$ cat src/rtl/acs_scheduler.sv
// Sequences one trellis step through a shared ACS unit: one target state per cycle,
// gathers the decision bits into a survivor word and tracks the step minimum for normalization.
module acs_scheduler #(
    parameter int NUM_STATES  = 64,
    parameter int MW          = 7,
    parameter int NORM_THRESH = 64
) (
    input  logic                          clk,
    input  logic                          rst,
    input  logic                          sym_valid,
    input  logic                          sym_last,
    output logic                          sym_ready,
    output logic                          acs_enable,
    output logic [$clog2(NUM_STATES)-1:0] acs_state,
    input  logic [MW-1:0]                 acs_min_in,
    input  logic                          acs_dec,
    output logic                          norm_en,
    output logic [MW-1:0]                 norm_sub,
    output logic                          surv_valid,
    input  logic                          surv_ready,
    output logic [NUM_STATES-1:0]         surv_word,
    output logic                          surv_last
);

    localparam int            SW       = $clog2(NUM_STATES);
    localparam logic [SW-1:0] LAST_IDX = SW'(NUM_STATES - 1);
    localparam logic [MW-1:0] THRESH   = MW'(NORM_THRESH);

    typedef enum logic [1:0] {
        IDLE  = 2'd0,
        RUN   = 2'd1,
        DRAIN = 2'd2,
        OUT   = 2'd3
    } state_t;

    state_t        state;
    state_t        state_next;
    logic [SW-1:0] counter;
    logic [MW-1:0] run_min;
    logic [MW-1:0] min_next;
    logic          dec_pending;
    logic [SW-1:0] dec_idx;
    logic          accept;

    // State register
    always_ff @(posedge clk or posedge rst) begin
        if (rst) begin
            state <= IDLE;
        end else begin
            state <= state_next;
        end
    end

    // Next-state logic and state-decoded outputs
    always_comb begin
        state_next = state;
        sym_ready  = 1'b0;
        acs_enable = 1'b0;
        acs_state  = '0;
        surv_valid = 1'b0;
        case (state)
            IDLE: begin
                sym_ready = 1'b1;
                if (sym_valid) begin
                    state_next = RUN;
                end else begin
                    state_next = IDLE;
                end
            end
            RUN: begin
                acs_enable = 1'b1;
                acs_state  = counter;
                if (counter == LAST_IDX) begin
                    state_next = DRAIN;
                end else begin
                    state_next = RUN;
                end
            end
            DRAIN: begin
                state_next = OUT;
            end
            OUT: begin
                surv_valid = 1'b1;
                if (surv_ready) begin
                    state_next = IDLE;
                end else begin
                    state_next = OUT;
                end
            end
            default: begin
                state_next = IDLE;
            end
        endcase
    end

    assign accept = (state == IDLE) && sym_valid;

    // Running minimum including the ACS result arriving this cycle (needed at DRAIN for the final value)
    always_comb begin
        if (acs_min_in < run_min) begin
            min_next = acs_min_in;
        end else begin
            min_next = run_min;
        end
    end

    // Step datapath: counter, delayed ACS index, survivor collection, minimum and normalization
    always_ff @(posedge clk or posedge rst) begin
        if (rst) begin
            counter     <= '0;
            run_min     <= '1;
            dec_pending <= 1'b0;
            dec_idx     <= '0;
            surv_word   <= '0;
            surv_last   <= 1'b0;
            norm_en     <= 1'b0;
            norm_sub    <= '0;
        end else begin
            // ACS results come back one cycle after the enable, so remember which state they belong to
            dec_pending <= acs_enable;
            dec_idx     <= acs_state;
            if (accept) begin
                counter   <= '0;
                run_min   <= '1;
                surv_word <= '0;
                surv_last <= sym_last;
            end else begin
                if (state == RUN) begin
                    counter <= counter + SW'(1);
                end
                if (dec_pending) begin
                    surv_word[dec_idx] <= acs_dec;
                    run_min            <= min_next;
                end
            end
            if (state == DRAIN) begin
                if (min_next >= THRESH) begin
                    norm_en  <= 1'b1;
                    norm_sub <= min_next;
                end else begin
                    norm_en  <= 1'b0;
                    norm_sub <= '0;
                end
            end
        end
    end

endmodule

$ cat config.mk
export PLATFORM = sky130hd
export DESIGN_NAME = acs_scheduler
export DESIGN_NICKNAME = d
export VERILOG_FILES = /design/src/rtl/acs_scheduler.sv
export SDC_FILE = /design/constraint.sdc
export NUM_CORES = 1
export LEC_CHECK = 0
export BUFFER_PORTS_ARGS = -buffer_cell sky130_fd_sc_hd__buf_2
export CORE_MARGIN = 3
export CORE_UTILIZATION = 59
export CTS_CLUSTER_DIAMETER = 40
export DETAILED_ROUTE_END_ITERATION = 10
export GPL_ROUTABILITY_DRIVEN = 1
export PLACE_DENSITY_LB_ADDON = 0.15
export RECOVER_POWER = 25
export SLEW_MARGIN = 40
export SYNTH_ARGS = -nofsm -noshare
export SYNTH_HDL_FRONTEND = slang
export SYNTH_SLANG_ARGS = --single-unit
$ cat constraint.sdc
create_clock -name clk -period 6.2 [get_ports clk]
set_input_delay 0 -clock clk [delete_from_list [all_inputs] [get_ports clk]]
set_output_delay 0 -clock clk [all_outputs]
set_load 0.02 [all_outputs]
==> results of run 1 <==
per-layer routing:
layer | vias up | track usage (%) | routed length [um]
li1 | 1865 | - | -
met1 | 1907 | 37.1 | 4880
met2 | 178 | 44.6 | 5820
met3 | 34 | 4.65 | 833
met4 | 0 | 14.9 | 423
met5 | - | 0 | 0
power by group:
group          switching, W  internal (W)  total (W)
Sequential         0.000218      0.000885    0.00110
Clock              0.000224      0.000228   0.000453
Combinational      0.000852      0.000406    0.00126
worst max-delay path, cell delays in order (launching register included):
cell and delay [ns]:
sky130_fd_sc_hd__dfstp_2 0.54, sky130_fd_sc_hd__inv_1 0.11, sky130_fd_sc_hd__ha_1 0.34, sky130_fd_sc_hd__a21oi_1 0.18
sky130_fd_sc_hd__o21a_1 0.22, sky130_fd_sc_hd__o211a_1 0.43, sky130_fd_sc_hd__mux2i_1 0.25
state kept, by name, summed over array words and instances (netlist names):
name and flops:
norm_en 1, counter 6, state 2, surv_last 1, dec_idx 6, norm_sub 6
surv_word 64, run_min 7, dec_pending 1
layout make-up:
type,instances,area share [%]
multi-input cells,339,37.4
flip-flops and latches,94,44.5
repair buffers,109,10.9
clock inverters,7,1.84
inverters,10,0.731
clock buffers,9,2.34
well taps,99,2.34
worst min-delay path by stage:
stage               slack (ns)       endpoint     start
CTS                       0.16  surv_word[21]   acs_dec
global route              0.20  surv_word[22]   acs_dec
finish                    0.18  surv_word[44]   acs_dec
detailed placement        0.08      surv_last       rst
floorplan                 0.11      surv_last  sym_last
global placement          0.07      surv_last       rst
logic make-up after synthesis:
kind of cell / synth area share, %
mux: 3.27
flops: 51.5
fa+ha+maj: 1.91
compound gates: 17.0
xor+xnor: 0.191
simple gates: 20.7
buf+inv: 5.43
stage by stage:
stage               power [W]  worst slack [ns]  instances
floorplan             0.00197              3.76        483
global placement      0.00233              4.22        638
detailed placement    0.00238              4.08        638
CTS                   0.00283              4.06        667
global route          0.00300              3.92        667
finish                0.00281              4.05        667
cells in the mapped netlist, types with 2 or more instances:
master	instances	area, um^2
sky130_fd_sc_hd__nand2b_1	3	18.8
sky130_fd_sc_hd__and2_1	19	119
sky130_fd_sc_hd__dfstp_2	7	184
sky130_fd_sc_hd__ha_1	7	87.6
sky130_fd_sc_hd__dfrtp_1	87	2180
sky130_fd_sc_hd__buf_1	5	18.8
sky130_fd_sc_hd__clkbuf_1	3	11.3
sky130_fd_sc_hd__a21o_1	2	15.0
sky130_fd_sc_hd__and3_1	2	12.5
sky130_fd_sc_hd__nand4_1	3	18.8
sky130_fd_sc_hd__nand2_1	20	75.1
sky130_fd_sc_hd__a21oi_1	60	300
sky130_fd_sc_hd__nand3b_1	2	15.0
sky130_fd_sc_hd__buf_2	23	115
sky130_fd_sc_hd__inv_1	10	37.5
sky130_fd_sc_hd__nor3_1	10	50.1
sky130_fd_sc_hd__buf_4	6	45.0
sky130_fd_sc_hd__nor2_1	32	120
sky130_fd_sc_hd__and3b_1	2	17.5
sky130_fd_sc_hd__and2b_1	2	15.0
sky130_fd_sc_hd__nor2_2	2	12.5
sky130_fd_sc_hd__clkbuf_2	2	10.0
sky130_fd_sc_hd__mux2i_1	15	150
sky130_fd_sc_hd__a221o_1	6	60.1
sky130_fd_sc_hd__nand3_1	67	335
sky130_fd_sc_hd__nor3_2	2	20.0
sky130_fd_sc_hd__o21ai_1	2	10.0
sky130_fd_sc_hd__o21ai_0	61	305
==> run_results.csv, run 1 <==
group,metric,value,unit
drt,vias_per_cell,5.97,
sta,finalMaxSlewViolations,34,
sta,rsz0062_at_grt,"false",
clock_tree,clock-root-buffer,"sky130_fd_sc_hd__clkbuf_8",
sta,timing.hold.ws,0.177,ns
cells_and_area,postLayoutCoreUtil,71.6,%
clock_tree,numCtsBuffers,9,
cells_and_area,count_of_fill_cells_added_during_filler_insertion,587,
cells_and_area,area_growth_syn_to_layout,15.6,%
clock_tree,cts_resized,0,
sta,setup_violations,0,
worst_setup_path,crit_type,"reg -> reg",
grt,grt_first_pass_wirelength,19200,um
worst_setup_path,worst-path-max-fanout,7,
sta,setup_tns,0,ns
worst_setup_path,timing.critical_path.arrival,2.44,ns
cells_and_area,multiInputGateArea,1980,um^2
clock_tree,cts.path.max_buffers,2,
status,violations,"capacitance limit, slew limit",
cells_and_area,num_antenna_cells,0,
drt,detail_route.wirelength,12000,um
pwr,power.leakage,2.40,nW
sta,worst_slew_margin_rel,-3.65,%
worst_hold_path,timing.hold.worst.class,"in -> reg",
yosys,syn_avg_cell_area,9.50,um^2
clock_tree,cts_hold_repair_buffers,13,
worst_setup_path,reg2reg_setup_slack,4.05,ns
yosys,synthArstFlopShare,100,%
drt,first_iter_violations,359,
floorplan,io_pins,95,
clock_tree,tritoncts,"built",
worst_hold_path,whs_path_depth,3,
cells_and_area,sequential_cell_area,2360,um^2
grt,grt_antenna_before_repair,0,
grt,grt_max_degree,81,
pwr,pd_cells,531,nW/um^2
floorplan,fp.dieArea,8870,um^2
placed_design,dpl-instance-area,4990,um^2
yosys,syn-instance-count,483,
floorplan,site_rows,31,
drt,routedWlPerCell,17.9,um
worst_setup_path,worstSetupStartpoint,"run_min[6]",
floorplan,core,7410,um^2
placed_design,place.gp.congestion,0.839,
status,status,"complete, but fails checks",
worst_setup_path,worst_r2r_path_depth,6,
yosys,ys_ff_latch,94,
clock_tree,post-cts-setup-buffers,0,
sta,worst_pin_slew,1.55,ns
floorplan,initial_core_util,61.9,%
floorplan,die_x,94.2,um
cells_and_area,fin_area,5300,um^2
placed_design,hpwl,7590,um
worst_setup_path,rr_endpoint,"run_min[5]",
sta,fmax,0.465,GHz
yosys,ys_types,49,
floorplan,die-height,94.2,um
yosys,synth.cell_area,4590,um^2
cells_and_area,layout.cells.most_common,"sky130_fd_sc_hd__dfrtp_1",
sta,min_period,2.15,ns
drt,number_of_iterations_in_the_first_detailed_routing_pass,5,
sta,final.setup_skew,0.0145,ns
grt,grt_util_all_layers,28.1,%
drt,vias,3984,
worst_setup_path,cp-end-kind,"register",
clock_tree,clock_pin_transition_on_the_worst_setup_and_hold_timing_paths,0.10,ns
drt,detail-route-antenna-nets,0,
sta,finalHoldViolCount,0,
yosys,synth-seq-area-share,51.5,%
yosys,ys_dominant_reg_cell,"sky130_fd_sc_hd__dfrtp_1",
drt,drc_errors,0,
clock_tree,cts-htree-levels,3,
cells_and_area,layout.cells.most_common_list,"sky130_fd_sc_hd__dfrtp_1 (87), sky130_fd_sc_hd__nand3_1 (67), sky130_fd_sc_hd__o21ai_0 (61), sky130_fd_sc_hd__a21oi_1 (60), sky130_fd_sc_hd__buf_2 (57)",
sta,min_period_over_period,34.7,%
yosys,yosys_warnings,0,
worst_setup_path,setup.worst_path.start_class,"register",
clock_tree,clock_insertion_delay_worst_skew,0.37,ns
worst_setup_path,worstSetupEndpoint,"run_min[5]",
pwr,worst_ir_drop_vdd,282,uV
grt,gr_overflow_total,0,
clock_tree,clock-sinks,94,
job,maxCapViolations,1,
yosys,synth_enable_flop_cells,0,
grt,first_global_vias,3850,
yosys,mappedNetlistNets,503,
placed_design,buffer_ports.inserted,94,
worst_setup_path,worst_ep_required_time,6.49,ns
worst_setup_path,reg2reg_from,"run_min[6]",
cells_and_area,drive_gt1_share,17.4,%
cells_and_area,layout.nets,583,
Note: power is estimated with default switching activity, not from simulation.
==> run 2: changes to the inputs <==
Settings changed: ABC_AREA set to 1, CORE_UTILIZATION 59 to 50.
Clock period 6.2 ns to 1.8 ns, I/O delays scaled along.
==> run 2 against run 1 <==
  * The flow now finishes without violations
  * Highest routed layer unchanged
  * Largest cell class unchanged
  * Clock skew barely moved
  * Clock power rose to 3.7 times the previous value
  * Via count rose by 6.9%
  * Worst hold slack got worse by 0.17 ns
  * Cell count rose by 27%
  * Critical endpoint is now norm_sub[2]
  * Cell area rose by 8.8%
  * Total power rose to 3.8 times the previous value
  * Global-route usage fell by 5.8 points
==> run_results.csv, run 2 <==
group,metric,value,unit
clock_tree,numCtsBuffers,9,
grt,first_global_vias,3986,
cells_and_area,layout.cells.most_common,"sky130_fd_sc_hd__nand2_1",
yosys,mappedNetlistNets,643,
sta,finalHoldViolCount,0,
grt,grt_antenna_before_repair,0,
status,status,"complete, no violations",
cells_and_area,sequential_cell_area,2360,um^2
clock_tree,clock_pin_transition_on_the_worst_setup_and_hold_timing_paths,0.09,ns
floorplan,initial_core_util,52.9,%
worst_setup_path,max_stage_delay,0.55,ns
yosys,yosys.area.top_type,"sky130_fd_sc_hd__dfrtp_1",
worst_setup_path,family_of_cells_with_the_greatest_summed_delay_on_the_critical_path,"flip-flops",
yosys,synth.top_cells.by_area,"sky130_fd_sc_hd__dfrtp_1 (46%), sky130_fd_sc_hd__nand2_1 (21%), sky130_fd_sc_hd__inv_1 (8.0%), sky130_fd_sc_hd__o21ai_1 (5.2%), sky130_fd_sc_hd__dfstp_2 (3.9%)",
grt,grt_util_all_layers,22.3,%
worst_hold_path,timing.hold.worst.class,"in -> reg",
yosys,synth.cell_area,4720,um^2
worst_setup_path,timing.critical_path.arrival,2.00,ns
drt,first_iter_violations,176,
cells_and_area,count_of_fill_cells_added_during_filler_insertion,805,
cells_and_area,multiInputGateArea,1930,um^2
yosys,yosys_warnings,0,
drt,vias_per_cell,5.03,
sta,finalMaxSlewViolations,0,
yosys,synthArstFlopShare,100,%
sta,worst_slew_margin_rel,14.7,%
sta,final.setup_skew,0.0142,ns
placed_design,place.gp.congestion,0.863,
placed_design,buffer_ports.inserted,94,
grt,grt_max_degree,95,
yosys,yosysTopAreaCellShare,46.1,%
sta,min_period_over_period,97.2,%
drt,vias,4257,
worst_setup_path,buffers_and_inverters_on_the_worst_path,2,
cells_and_area,fin_area,5770,um^2
cells_and_area,register_containing_the_most_flip_flops_in_the_final_layout,"surv_word",
cells_and_area,biggestRegsByFlops,"surv_word: 64 flops, run_min: 7 flops",
sta,min_period,1.75,ns
cells_and_area,layout.nets,754,
sta,setup_tns,0,ns
cells_and_area,layout.cells.most_common_list,"sky130_fd_sc_hd__nand2_1 (248), sky130_fd_sc_hd__inv_1 (100), sky130_fd_sc_hd__buf_2 (93), sky130_fd_sc_hd__dfrtp_1 (86), sky130_fd_sc_hd__o21ai_1 (49)",
pwr,pd_cells,1870,nW/um^2
yosys,synth_most_common_cell,"sky130_fd_sc_hd__nand2_1",
clock_tree,clock-root-buffer,"sky130_fd_sc_hd__clkbuf_8",
clock_tree,clock-sinks,94,
worst_setup_path,setup.worst_path.start_class,"register",
yosys,ys_ff_latch,94,
drt,number_of_iterations_in_the_first_detailed_routing_pass,5,
worst_setup_path,worst_ep_required_time,2.05,ns
drt,routedWlPerCell,13.8,um
grt,grt_first_pass_wirelength,18700,um
floorplan,die_x,103,um
floorplan,core,8930,um^2
drt,detail-route-antenna-nets,0,
yosys,ys_dominant_reg_cell,"sky130_fd_sc_hd__dfrtp_1",
placed_design,dp.cells,823,
floorplan,fp.dieArea,10600,um^2
worst_setup_path,worst-path-max-fanout,7,
yosys,ys_types,27,
job,maxCapViolations,0,
yosys,syn-instance-count,623,
floorplan,site_rows,34,
clock_tree,cts.path.max_buffers,2,
clock_tree,tritoncts,"built",
placed_design,dpl-instance-area,5370,um^2
grt,gr_overflow_total,0,
cells_and_area,largest_register_ff_count,64,
pwr,power.leakage,3.68,nW
worst_setup_path,worst_path_cell_chain,"inv_1 -> ha_4 -> nand2_2 -> inv_1 -> a21oi_4 -> nand2_4 -> nand2_2 -> nand2_2 -> nand3_1 -> nand2_1",
sta,setup_violations,0,
sta,rsz0062_at_grt,"true",
yosys,synth_enable_flop_cells,0,
drt,detail_route.wirelength,11700,um
worst_setup_path,path_common_cell,"sky130_fd_sc_hd__nand2_2",
clock_tree,clock_insertion_delay_worst_skew,0.36,ns
cells_and_area,layoutNonFillerInstCount,847,
cells_and_area,area_growth_syn_to_layout,22.2,%
worst_setup_path,worst_path_max_delay_cell,"sky130_fd_sc_hd__dfstp_2",
yosys,netlist_top_cells_count,"sky130_fd_sc_hd__nand2_1 (262), sky130_fd_sc_hd__inv_1 (101), sky130_fd_sc_hd__dfrtp_1 (87)",
yosys,synth-seq-area-share,50.0,%
cells_and_area,num_antenna_cells,0,
worst_setup_path,cp-end-kind,"register",
pwr,worst_ir_drop_vdd,936,uV
sta,worst_pin_slew,1.28,ns
cells_and_area,drive_gt1_share,23.0,%
yosys,syn_avg_cell_area,7.58,um^2
clock_tree,cts-htree-levels,3,
drt,drc_errors,0,
floorplan,io_pins,95,
worst_setup_path,crit_type,"reg -> reg",
pwr,total_power,0.0108,W
placed_design,hpwl,7810,um
sta,fmax,0.572,GHz
floorplan,die-height,103,um
==> run 2: cell types whose count changed in the layout (fill, tap and decap cells not counted), sizes merged, moves of 21 or more <==
cell | previous run | this run
nand2 | 20 | 263
inv | 10 | 106
buf | 60 | 113
a21oi | 60 | 11
nand3 | 67 | 25
clkbuf | 45 | 12
nor2 | 34 | 13
==> run 2: repair_timing <==
action / in CTS / in global routing
pin swaps: 1 / 7
hold buffers: 5 / 0
buffers inserted: 0 / 3
setup endpoints to repair: 8 / 18
resized for setup: 4 / 20
endpoints found under the hold margin: 92 / 0
==> run 2: cell families (layout without fill, tap and decap cells) <==
| kind of cell | after synthesis | after routing | synth area share [%] |
|---|---|---|---|
| AOI/OAI and AO/OA | 82 | 82 | 9.12 |
| adders and majority gates | 7 | 7 | 1.85 |
| buffers and inverters | 126 | 242 | 11.5 |
| DFF | 94 | 94 | 50.0 |
| and+or+nand+nor | 314 | 314 | 27.5 |
==> run 2: cell type report <==
type / instances / area share [%]
inverter: 106 / 6.96
timing repair buffer: 120 / 12.2
tap: 108 / 2.34
multi-input combinational: 403 / 33.4
clock inverter: 6 / 1.89
sequential: 94 / 41.0
clock buffer: 10 / 2.21
==> run 2: stage by stage <==
step | hold slack [ns] | util [%] | worst slack [ns]
2_1_floorplan | 0.117 | - | 0.0358
6_report | 0.0105 | 64.6 | 0.0504
3_3_place_gp | 0.185 | 60.1 | -0.0353
4_1_cts | 0.00248 | 63.4 | 0.00405
3_5_place_dp | 0.187 | 60.1 | -0.0780
5_1_grt | 0.0324 | 64.6 | -0.0461
==> run 2: worst reg2reg max path: stages (launching register included) <==
cell,delay (ns)
sky130_fd_sc_hd__dfstp_2,0.55
sky130_fd_sc_hd__inv_1,0.07
sky130_fd_sc_hd__ha_4,0.22
sky130_fd_sc_hd__nand2_2,0.06
sky130_fd_sc_hd__inv_1,0.06
sky130_fd_sc_hd__a21oi_4,0.24
sky130_fd_sc_hd__nand2_4,0.13
sky130_fd_sc_hd__nand2_2,0.10
sky130_fd_sc_hd__nand2_2,0.08
sky130_fd_sc_hd__nand3_1,0.10
sky130_fd_sc_hd__nand2_1,0.05
==> run 2: report_power, final <==
part / total, W / switching [W] / internal [W] / leakage, nW
clock: 0.00167 / 0.000743 / 0.000924 / 0.121
sequential: 0.00369 / 0.000625 / 0.00306 / 1.21
combinational: 0.00545 / 0.00362 / 0.00183 / 2.35
total: 0.0108 / 0.00499 / 0.00582 / 3.68
==> run 2: layer usage <==
layer	share of wire (%)	track usage, %
met1	45	30.1
met2	48	36.6
met3	6.1	4.90
met4	1.4	6.27
met5	0	0
==> run 2: final timing paths <==
path                             startpoint            end  slack (ns)  cells past startpoint
worst max register to register   run_min[6]    norm_sub[2]        0.05                     10
worst max-delay path             run_min[6]    norm_sub[2]        0.05                     10
min in group asynchronous               rst     counter[3]        0.64                      4
worst min register to register  norm_sub[1]    norm_sub[1]        0.48                      2
worst min-delay path                acs_dec  surv_word[55]        0.01                      5
max in group asynchronous               rst     dec_idx[1]        0.27                      4
